**src/rtl/pc_sequencer.sv**
```systemverilog
// Next-PC sequencer: decodes the fetched MIPS word and steers the program counter
// through jumps, two-cycle conditional branches and memory waits with a bounded timeout.
module pc_sequencer #(
    parameter int MEM_TIMEOUT = 16,
    parameter int CNT_W       = 32
) (
    input  logic             clk,
    input  logic             rst,
    input  logic [31:0]      instr,
    input  logic             instr_valid,
    input  logic             alu_zero,
    input  logic             mem_busy,
    output logic             pc_branch,
    output logic [31:0]      branch_offset,
    output logic             pc_jump,
    output logic [25:0]      jump_target,
    output logic             pc_hold,
    output logic             busy,
    output logic             mem_timeout,
    output logic [CNT_W-1:0] retired_count,
    output logic [CNT_W-1:0] taken_count
);

    localparam int                WAIT_W    = $clog2(MEM_TIMEOUT);
    localparam logic [WAIT_W-1:0] WAIT_LAST = WAIT_W'(MEM_TIMEOUT - 1);

    localparam logic [5:0] OP_J   = 6'h02;
    localparam logic [5:0] OP_JAL = 6'h03;
    localparam logic [5:0] OP_BEQ = 6'h04;
    localparam logic [5:0] OP_BNE = 6'h05;
    localparam logic [5:0] OP_LW  = 6'h23;
    localparam logic [5:0] OP_SW  = 6'h2B;

    typedef enum logic [1:0] {
        FETCH,
        BR_EVAL,
        MEM_WAIT
    } state_t;

    state_t            state, state_nxt;
    logic              is_bne;
    logic [WAIT_W-1:0] wait_cnt;
    logic [5:0]        op;

    logic retire;
    logic taken;
    logic capture_branch;
    logic start_wait;
    logic wait_inc;
    logic timeout_hit;

    assign op = instr[31:26];

    always_comb begin
        // NOTE: every signal written here gets a default first, so no path can infer a latch.
        state_nxt      = state;
        pc_branch      = 1'b0;
        pc_jump        = 1'b0;
        pc_hold        = 1'b0;
        retire         = 1'b0;
        taken          = 1'b0;
        capture_branch = 1'b0;
        start_wait     = 1'b0;
        wait_inc       = 1'b0;
        timeout_hit    = 1'b0;

        unique case (state)
            FETCH: begin
                if (!instr_valid) begin
                    pc_hold = 1'b1;
                end else begin
                    case (op)
                        OP_J, OP_JAL: begin
                            pc_jump = 1'b1;
                            retire  = 1'b1;
                        end
                        OP_BEQ, OP_BNE: begin
                            pc_hold        = 1'b1;
                            capture_branch = 1'b1;
                            state_nxt      = BR_EVAL;
                        end
                        OP_LW, OP_SW: begin
                            pc_hold    = 1'b1;
                            start_wait = 1'b1;
                            state_nxt  = MEM_WAIT;
                        end
                        default: retire = 1'b1;
                    endcase
                end
            end
            BR_EVAL: begin
                taken     = alu_zero ^ is_bne;
                pc_branch = taken;
                retire    = 1'b1;
                state_nxt = FETCH;
            end
            MEM_WAIT: begin
                if (!mem_busy) begin
                    retire    = 1'b1;
                    state_nxt = FETCH;
                end else if (wait_cnt != WAIT_LAST) begin
                    pc_hold  = 1'b1;
                    wait_inc = 1'b1;
                end else begin
                    // Memory never released: give up on this access and move on.
                    timeout_hit = 1'b1;
                    retire      = 1'b1;
                    state_nxt   = FETCH;
                end
            end
            default: state_nxt = FETCH;
        endcase

        if (rst) begin
            pc_branch = 1'b0;
            pc_jump   = 1'b0;
            pc_hold   = 1'b0;
        end
    end

    assign jump_target = pc_jump ? instr[25:0] : 26'd0;
    assign busy        = (state != FETCH);

    always_ff @(posedge clk) begin
        // NOTE: all sequential state uses non-blocking assignments so every flop samples pre-edge values.
        if (rst) begin
            state         <= FETCH;
            branch_offset <= '0;
            is_bne        <= 1'b0;
            wait_cnt      <= '0;
            mem_timeout   <= 1'b0;
            retired_count <= '0;
            taken_count   <= '0;
        end else begin
            state <= state_nxt;
            if (capture_branch) begin
                branch_offset <= {{16{instr[15]}}, instr[15:0]};
                is_bne        <= op[0];
            end
            if (start_wait) begin
                wait_cnt <= '0;
            end else if (wait_inc) begin
                wait_cnt <= wait_cnt + WAIT_W'(1);
            end
            if (timeout_hit) begin
                mem_timeout <= 1'b1;
            end
            if (retire) begin
                retired_count <= retired_count + CNT_W'(1);
            end
            taken_count <= taken_count + CNT_W'(taken);
        end
    end

endmodule
```
**config.mk**
```make
export PLATFORM = sky130hd
export DESIGN_NAME = pc_sequencer
export DESIGN_NICKNAME = d
export VERILOG_FILES = /design/src/rtl/pc_sequencer.sv
export SDC_FILE = /design/constraint.sdc
export NUM_CORES = 1
export LEC_CHECK = 0
export CAP_MARGIN = 20
export CORE_ASPECT_RATIO = 0.75
export CORE_MARGIN = 5
export CORE_UTILIZATION = 25
export CTS_CLUSTER_SIZE = 24
export DETAILED_ROUTE_END_ITERATION = 8
export GPL_ROUTABILITY_DRIVEN = 0
export SLEW_MARGIN = 20
export SYNTH_ARGS = -nofsm -noshare
export SYNTH_HDL_FRONTEND = slang
export SYNTH_SLANG_ARGS = --single-unit
```
**constraint.sdc**
```tcl
create_clock -name clk -period 2.7 [get_ports clk]
set_input_delay 0.81 -clock clk [delete_from_list [all_inputs] [get_ports clk]]
set_output_delay 0.81 -clock clk [all_outputs]
set_load 0.01 [all_outputs]
```
# Word-level counts from Yosys, hierarchy flattened
# Index checks and enable logic that the tools add are counted.
dict set report op_classes {
  add_sub_neg 3
  n_eq_ne 12
  muxes 32
  bitwise_logic 1
  n_reduce_logical 8
}
# operator count
set op_table {}
lappend op_table {{adder 32 x 1 -> 32 bit} 1}
lappend op_table {{adder 32 x 1 -> 32 bit (second input constant)} 1}
lappend op_table {{two-way mux 26 bit} 1}
lappend op_table {{two-way mux 1 bit} 24}
lappend op_table {{equality test 6 x 2 -> 1 bit (second input constant)} 2}
lappend op_table {{equality test 6 x 3 -> 1 bit (second input constant)} 2}
lappend op_table {{equality test 6 bit (second input constant)} 2}
lappend op_table {{one-hot mux 2 bit (2 select lines)} 2}
lappend op_table {{OR reduction 2 bit} 4}
lappend op_table {{two-way mux 2 bit} 3}
lappend op_table {{adder 4 x 1 -> 4 bit (second input constant)} 1}
lappend op_table {{!= test 4 bit (second input constant)} 1}
lappend op_table {{OR reduction 4 bit} 1}
lappend op_table {{!= test 3 x 1 -> 1 bit (second input constant)} 1}
lappend op_table {{!= test 3 bit (second input constant)} 1}
lappend op_table {{one-hot mux 1 bit (3 select lines)} 1}
lappend op_table {{AND reduction 3 bit} 1}
lappend op_table {{equality test 2 x 1 -> 1 bit (second input constant)} 1}
lappend op_table {{equality test 2 bit (second input constant)} 1}
lappend op_table {{logical NOT 2 bit} 1}
lappend op_table {{!= test 2 bit (second input constant)} 1}
lappend op_table {{one-hot mux 1 bit (2 select lines)} 1}
lappend op_table {{nonzero test 2 bit} 1}
lappend op_table {{XOR 1 bit} 1}
dict set report totals {
  ff_bits 88
  out_inout_bits 127
  word_cells 63
}

# Logic depth before layout (Yosys ltp)
dict set report depth {
  depth_word 7
  depth_mapped 10
}

# Least setup slack after synthesis
# No wires, ideal clock.
dict set report synth_timing {
  kind {input to register}
  from {in alu_zero}
  to {reg taken_count[24]}
  arrival_ns 2.674
  t_required_ns 2.572
  path_slack_ns -0.101
  cell_stages 10
  n_path_buf 1
  cell_sequence {xnor2_1 -> nor3b_1 -> ha_1 -> ha_1 -> inv_1 -> or4_1 -> clkbuf_1 -> nor4_1 -> xnor2_1 -> nor2_1}
}
dict set report synth_between {
  elab_chain_cells 3
}
# element line_no
set synth_rtl {}
lappend synth_rtl {{start: declaration} 11} ;# input logic alu_zero,
lappend synth_rtl {{XOR 1 bit} 92} ;# taken = alu_zero ^ is_bne;
lappend synth_rtl {{two-way mux 1 bit} 67} ;# unique case (state)
lappend synth_rtl {{adder 32 x 1 -> 32 bit} 151} ;# taken_count <= taken_count + CNT_W'(taken);
lappend synth_rtl {{end signal: assignment} 151}
lappend synth_rtl {{end: declaration} 21} ;# output logic [CNT_W-1:0] taken_count
# No other way between the ends.
# A chain may end at the register's enable or synchronous reset.

# Worst setup path in the final report
dict set report layout_timing {
  from {reg state[1]}
  to {out jump_target[13]}
}
dict set report layout_between {
  elab_chain_cells 4
}
# element line_no
set layout_rtl {}
lappend layout_rtl {{start: declaration} 40} ;# state_t state, state_nxt;
lappend layout_rtl {{start signal: assignment} 135} ;# state <= state_nxt;
lappend layout_rtl {{logical NOT 2 bit} 67}
lappend layout_rtl {{two-way mux 1 bit} 67}
lappend layout_rtl {{two-way mux 1 bit} 114} ;# if (rst) begin
lappend layout_rtl {{two-way mux 26 bit} 121} ;# assign jump_target = pc_jump ? instr[25:0] : 26'd0;
lappend layout_rtl {{end: declaration} 16} ;# output logic [25:0] jump_target,
# No other way between the ends.

==> impl_metrics.py <==
metrics = {
    "clocking": {
        "max-clock-path-buffers": 2,
        "latest_clock_arrival_within_the_worst_skew_pair_ps": 340,
        "cts_made_buffers": 9,
        "cts_num_sinks": 88,
        "cts_root_buf": "sky130_fd_sc_hd__clkbuf_16",
        "post_cts_hold_buffer_count": 0,
        "clkTransAtPathRegs_ps": 70,
        "cts_htree_levels": 3,
        "tritoncts": "yes",
    },
    "placement": {
        "detailed_place_hpwl_um": 9720,
        "placement.io_buffers": 163,
        "pre_cts_ws_ps": -942,
    },
    "sta": {
        "totalNegativeSetupSlack_ps": -11000,
        "worst_slew_pin_slew_ps": 562,
        "finalHoldWorstSlack_ps": 492,
        "time_the_final_worst_path_needs_with_i_o_delays_and_setup_ps": 3160,
        "fin_ws_ps": -464,
        "timing.final.setup_violations": 29,
        "period_utilization_post_route": 1.17,
        "clock_skew_ps": 7.96,
        "slew_violations": 0,
        "worst_slew_slack_as_a_fraction_of_its_limit": 0.625,
        "final_hold_viol_count": 0,
        "grt_setup_unrepaired": "true",
        "fmaxAchievable_mhz": 316,
    },
    "global_routing": {
        "grt_usage": 0.134,
        "via_count_of_the_first_global_routing_pass": 4285,
        "largest_net_degree_at_the_start_of_global_routing": 54,
        "grt_antenna_before_repair": 1,
        "first_pass_grt_wire_length_um": 21800,
        "global_route.overflow_total": 0,
    },
    "final_layout": {
        "antenna_cells": 0,
        "multi_input_area_um2": 2490,
        "layout-drive-gt1-share": 0.272,
        "final_core_density": 0.432,
        "fin_nets": 770,
        "final-seq-area_um2": 1760,
        "areaGrowthSynthToFinish_pct": 68.5,
        "final.fill_count": 1624,
    },
    "synthesis": {
        "yosysSeqAreaShare": 0.408,
        "syn-num-nets": 543,
        "synth.ff_latch_count": 88,
        "post_synth_instance_area_um2": 4320,
        "ys_async_sr_fraction": 0,
        "synth_cell_types": 48,
        "synth_cells": 502,
        "synth.area.top_cells": "sky130_fd_sc_hd__dfxtp_1 41%, sky130_fd_sc_hd__nor2_1 5.6%, sky130_fd_sc_hd__xor2_1 5.1%",
        "synth.avg_cell_area_um2": 8.61,
        "synth_top_area_share": 0.408,
        "synth_enable_flop_cells": 0,
        "synth-warning-count": 0,
        "synth_flop_cell": "sky130_fd_sc_hd__dfxtp_1",
        "yosysTopAreaCell": "sky130_fd_sc_hd__dfxtp_1",
    },
    "drt": {
        "detail_route.vias_per_cell": 4.69,
        "detail_route.iter0.violations": 274,
        "post-route-drc-count": 0,
        "total_wirelength_um": 13900,
        "drt.antenna.violating_nets": 0,
        "first_pass_iters": 4,
        "route.detailed.wl_per_inst_um": 14.7,
        "dr_total_vias": 4453,
    },
    "flow_run": {
        "max_cap_violations": 0,
    },
    "power_and_ir_drop": {
        "power.density_cell_area_nw_per_um2": 390,
        "irDropWorstVdd_v": 0.000248,
        "power.leakage_nw": 2.89,
    },
    "hold_path": {
        "min_path_type": "flop to flop",
    },
    "outcome": {
        "failed_checks": "setup timing",
        "run_status": "finished with violations",
    },
    "setup_path": {
        "cells_along_the_critical_path": "or2_4 > nor3b_4 > nand2_2 > buf_6 > nor4b_4 > buf_4 > buf_16 > buf_6 > and2_4 > buf_6",
        "cp-start-kind": "flop",
        "crit_path_most_repeated_cell": "sky130_fd_sc_hd__buf_6",
        "crit_arrival_ps": 2350,
        "worst-path-buf-inv": 5,
        "worst_path_dominant_cell_family": "simple AND/OR/NAND/NOR gates",
        "criticalPathCategory": "flop to primary output",
        "crit_path_max_fanout": 6,
        "critical-path-max-stage-delay_ps": 320,
        "end_kind": "primary output",
        "cp_data_required_time_ps": 1890,
        "crit_slowest_cell": "sky130_fd_sc_hd__dfxtp_2",
    },
    "floorplanning": {
        "design.die.area_um2": 20000,
        "floorplan.core_area_um2": 16900,
        "die_w_um": 162,
        "design.portCount": 164,
        "die_h_um": 124,
        "placementRows": 41,
        "floorplan.initialDensity": 0.256,
    },
}
-- power breakdown --
group / internal [W] / total, W / switching [W]
Combinational: 0.000123 / 0.000211 / 0.0000883
Clock: 0.000775 / 0.00132 / 0.000542
Sequential: 0.00130 / 0.00131 / 0.00000662
-- what timing repair did --
item	CTS	global route
setup endpoints to repair	51	51
cloned	3	1
buffers inserted	35	7
resized for setup	163	74
pin swaps	7	30
endpoints found under the hold margin	0	0
-- flip-flops by register name, summed over array words and instances (netlist names) --
register and cells:
is_bne 1, taken_count 32, state 2, branch_offset 16, mem_timeout 1, retired_count 32, wait_cnt 4
-- metrics by stage --
step / instance area [um^2] / instances / total power, W
CTS: 7100 / 951 / 0.00288
detailed placement: 6460 / 897 / 0.00153
global placement: 6460 / 897 / 0.00152
floorplan: 4370 / 502 / 0.00140
finish: 7280 / 949 / 0.00284
global route: 7280 / 949 / 0.00296
-- worst paths after layout --
kind	startpoint	endpoint	slack, ps	cells after the start
max	state[1]	jump_target[13]	-460	10
min	mem_timeout	mem_timeout	490	2
max reg2reg	state[1]	state[0]	-220	20
min reg2reg	mem_timeout	mem_timeout	490	2
-- synthesized netlist by cell type, drive strengths merged, types with 2 or more instances --
cell,count
a21oi,26
o21ai,15
nor2,65
clkbuf,14
dfxtp,88
nand3,29
inv,6
nor4,7
or2,3
nand2,26
and4b,2
ha,4
nand4,26
xnor2,12
nor3,6
mux2i,18
buf,24
nor4b,2
nor3b,3
mux2,4
and3,10
xor2,25
nor2b,9
or4,14
or3,12
and4,5
o31ai,10
and2,29
-- kinds of logic (layout without fill, tap and decap cells) --
| logic type | after synthesis | count (layout) | synth area share |
|---|---|---|---|
| AOI/OAI and AO/OA | 57 | 57 | 0.0764 |
| xor gates and xnor gates | 37 | 37 | 0.0750 |
| adders and majority gates | 4 | 4 | 0.0116 |
| buffers and inverters | 44 | 276 | 0.0590 |
| DFF | 88 | 88 | 0.408 |
| muxes | 22 | 22 | 0.0521 |
| and+or+nand+nor | 250 | 250 | 0.318 |
-- per-layer routing --
metal,GRT usage,vias up,share of wire
met5,0,-,0.00093
li1,-,2217,-
met1,0.174,2095,0.45
met2,0.217,127,0.48
met4,0.0391,2,0.0098
met3,0.0410,12,0.062
-- final cells by class --
cell class | instances | share of cell area
well taps | 215 | 0.0369
repair buffers | 254 | 0.333
multi-input cells | 370 | 0.342
clock buffers | 11 | 0.0347
clock inverters | 5 | 0.00859
inverters | 6 | 0.00309
flip-flops and latches | 88 | 0.242
-- layout by cell type, fill, tap and decap left out, types with 3 or more instances in the layout --
master                            Yosys  layout
sky130_fd_sc_hd__clkdlybuf4s50_1      0     124
sky130_fd_sc_hd__dfxtp_1             88      86
sky130_fd_sc_hd__buf_4               17      68
sky130_fd_sc_hd__nor2_1              65      64
sky130_fd_sc_hd__buf_6                3      41
sky130_fd_sc_hd__nand3_1             28      28
sky130_fd_sc_hd__nand4_1             26      26
sky130_fd_sc_hd__xor2_1              25      25
sky130_fd_sc_hd__a21oi_1             26      25
sky130_fd_sc_hd__nand2_1             25      23
sky130_fd_sc_hd__and2_4               0      21
sky130_fd_sc_hd__mux2i_1             18      18
sky130_fd_sc_hd__o21ai_0             14      14
sky130_fd_sc_hd__or4_1               14      13
sky130_fd_sc_hd__xnor2_1             12      12
sky130_fd_sc_hd__or3_1               11      11
sky130_fd_sc_hd__o31ai_1             10      10
sky130_fd_sc_hd__buf_2                3      10
sky130_fd_sc_hd__clkbuf_16            0       9
sky130_fd_sc_hd__nor2b_1              9       8
sky130_fd_sc_hd__and3_1               8       8
sky130_fd_sc_hd__and2_1              28       7
sky130_fd_sc_hd__inv_1                6       6
sky130_fd_sc_hd__nor3_1               6       5
sky130_fd_sc_hd__mux2_2               4       4
sky130_fd_sc_hd__nand2_2              1       3
sky130_fd_sc_hd__and4_1               3       3
sky130_fd_sc_hd__nor4_1               7       3
sky130_fd_sc_hd__buf_12               0       3
-- worst register-to-register path: stages, from the launching register on --
cell and delay, ps:
sky130_fd_sc_hd__dfxtp_2 320, sky130_fd_sc_hd__or2_4 270, sky130_fd_sc_hd__nor3b_4 240, sky130_fd_sc_hd__nand2_2 100, sky130_fd_sc_hd__buf_6 130, sky130_fd_sc_hd__buf_4 120
sky130_fd_sc_hd__buf_6 100, sky130_fd_sc_hd__buf_6 100, sky130_fd_sc_hd__buf_6 100, sky130_fd_sc_hd__buf_4 130, sky130_fd_sc_hd__buf_6 100, sky130_fd_sc_hd__buf_6 100
sky130_fd_sc_hd__buf_6 100, sky130_fd_sc_hd__buf_6 100, sky130_fd_sc_hd__buf_6 100, sky130_fd_sc_hd__buf_6 110, sky130_fd_sc_hd__buf_6 110, sky130_fd_sc_hd__buf_4 120
sky130_fd_sc_hd__buf_4 120, sky130_fd_sc_hd__buf_4 130, sky130_fd_sc_hd__nor3b_2 150
Note: power is estimated with default switching activity, not from simulation.
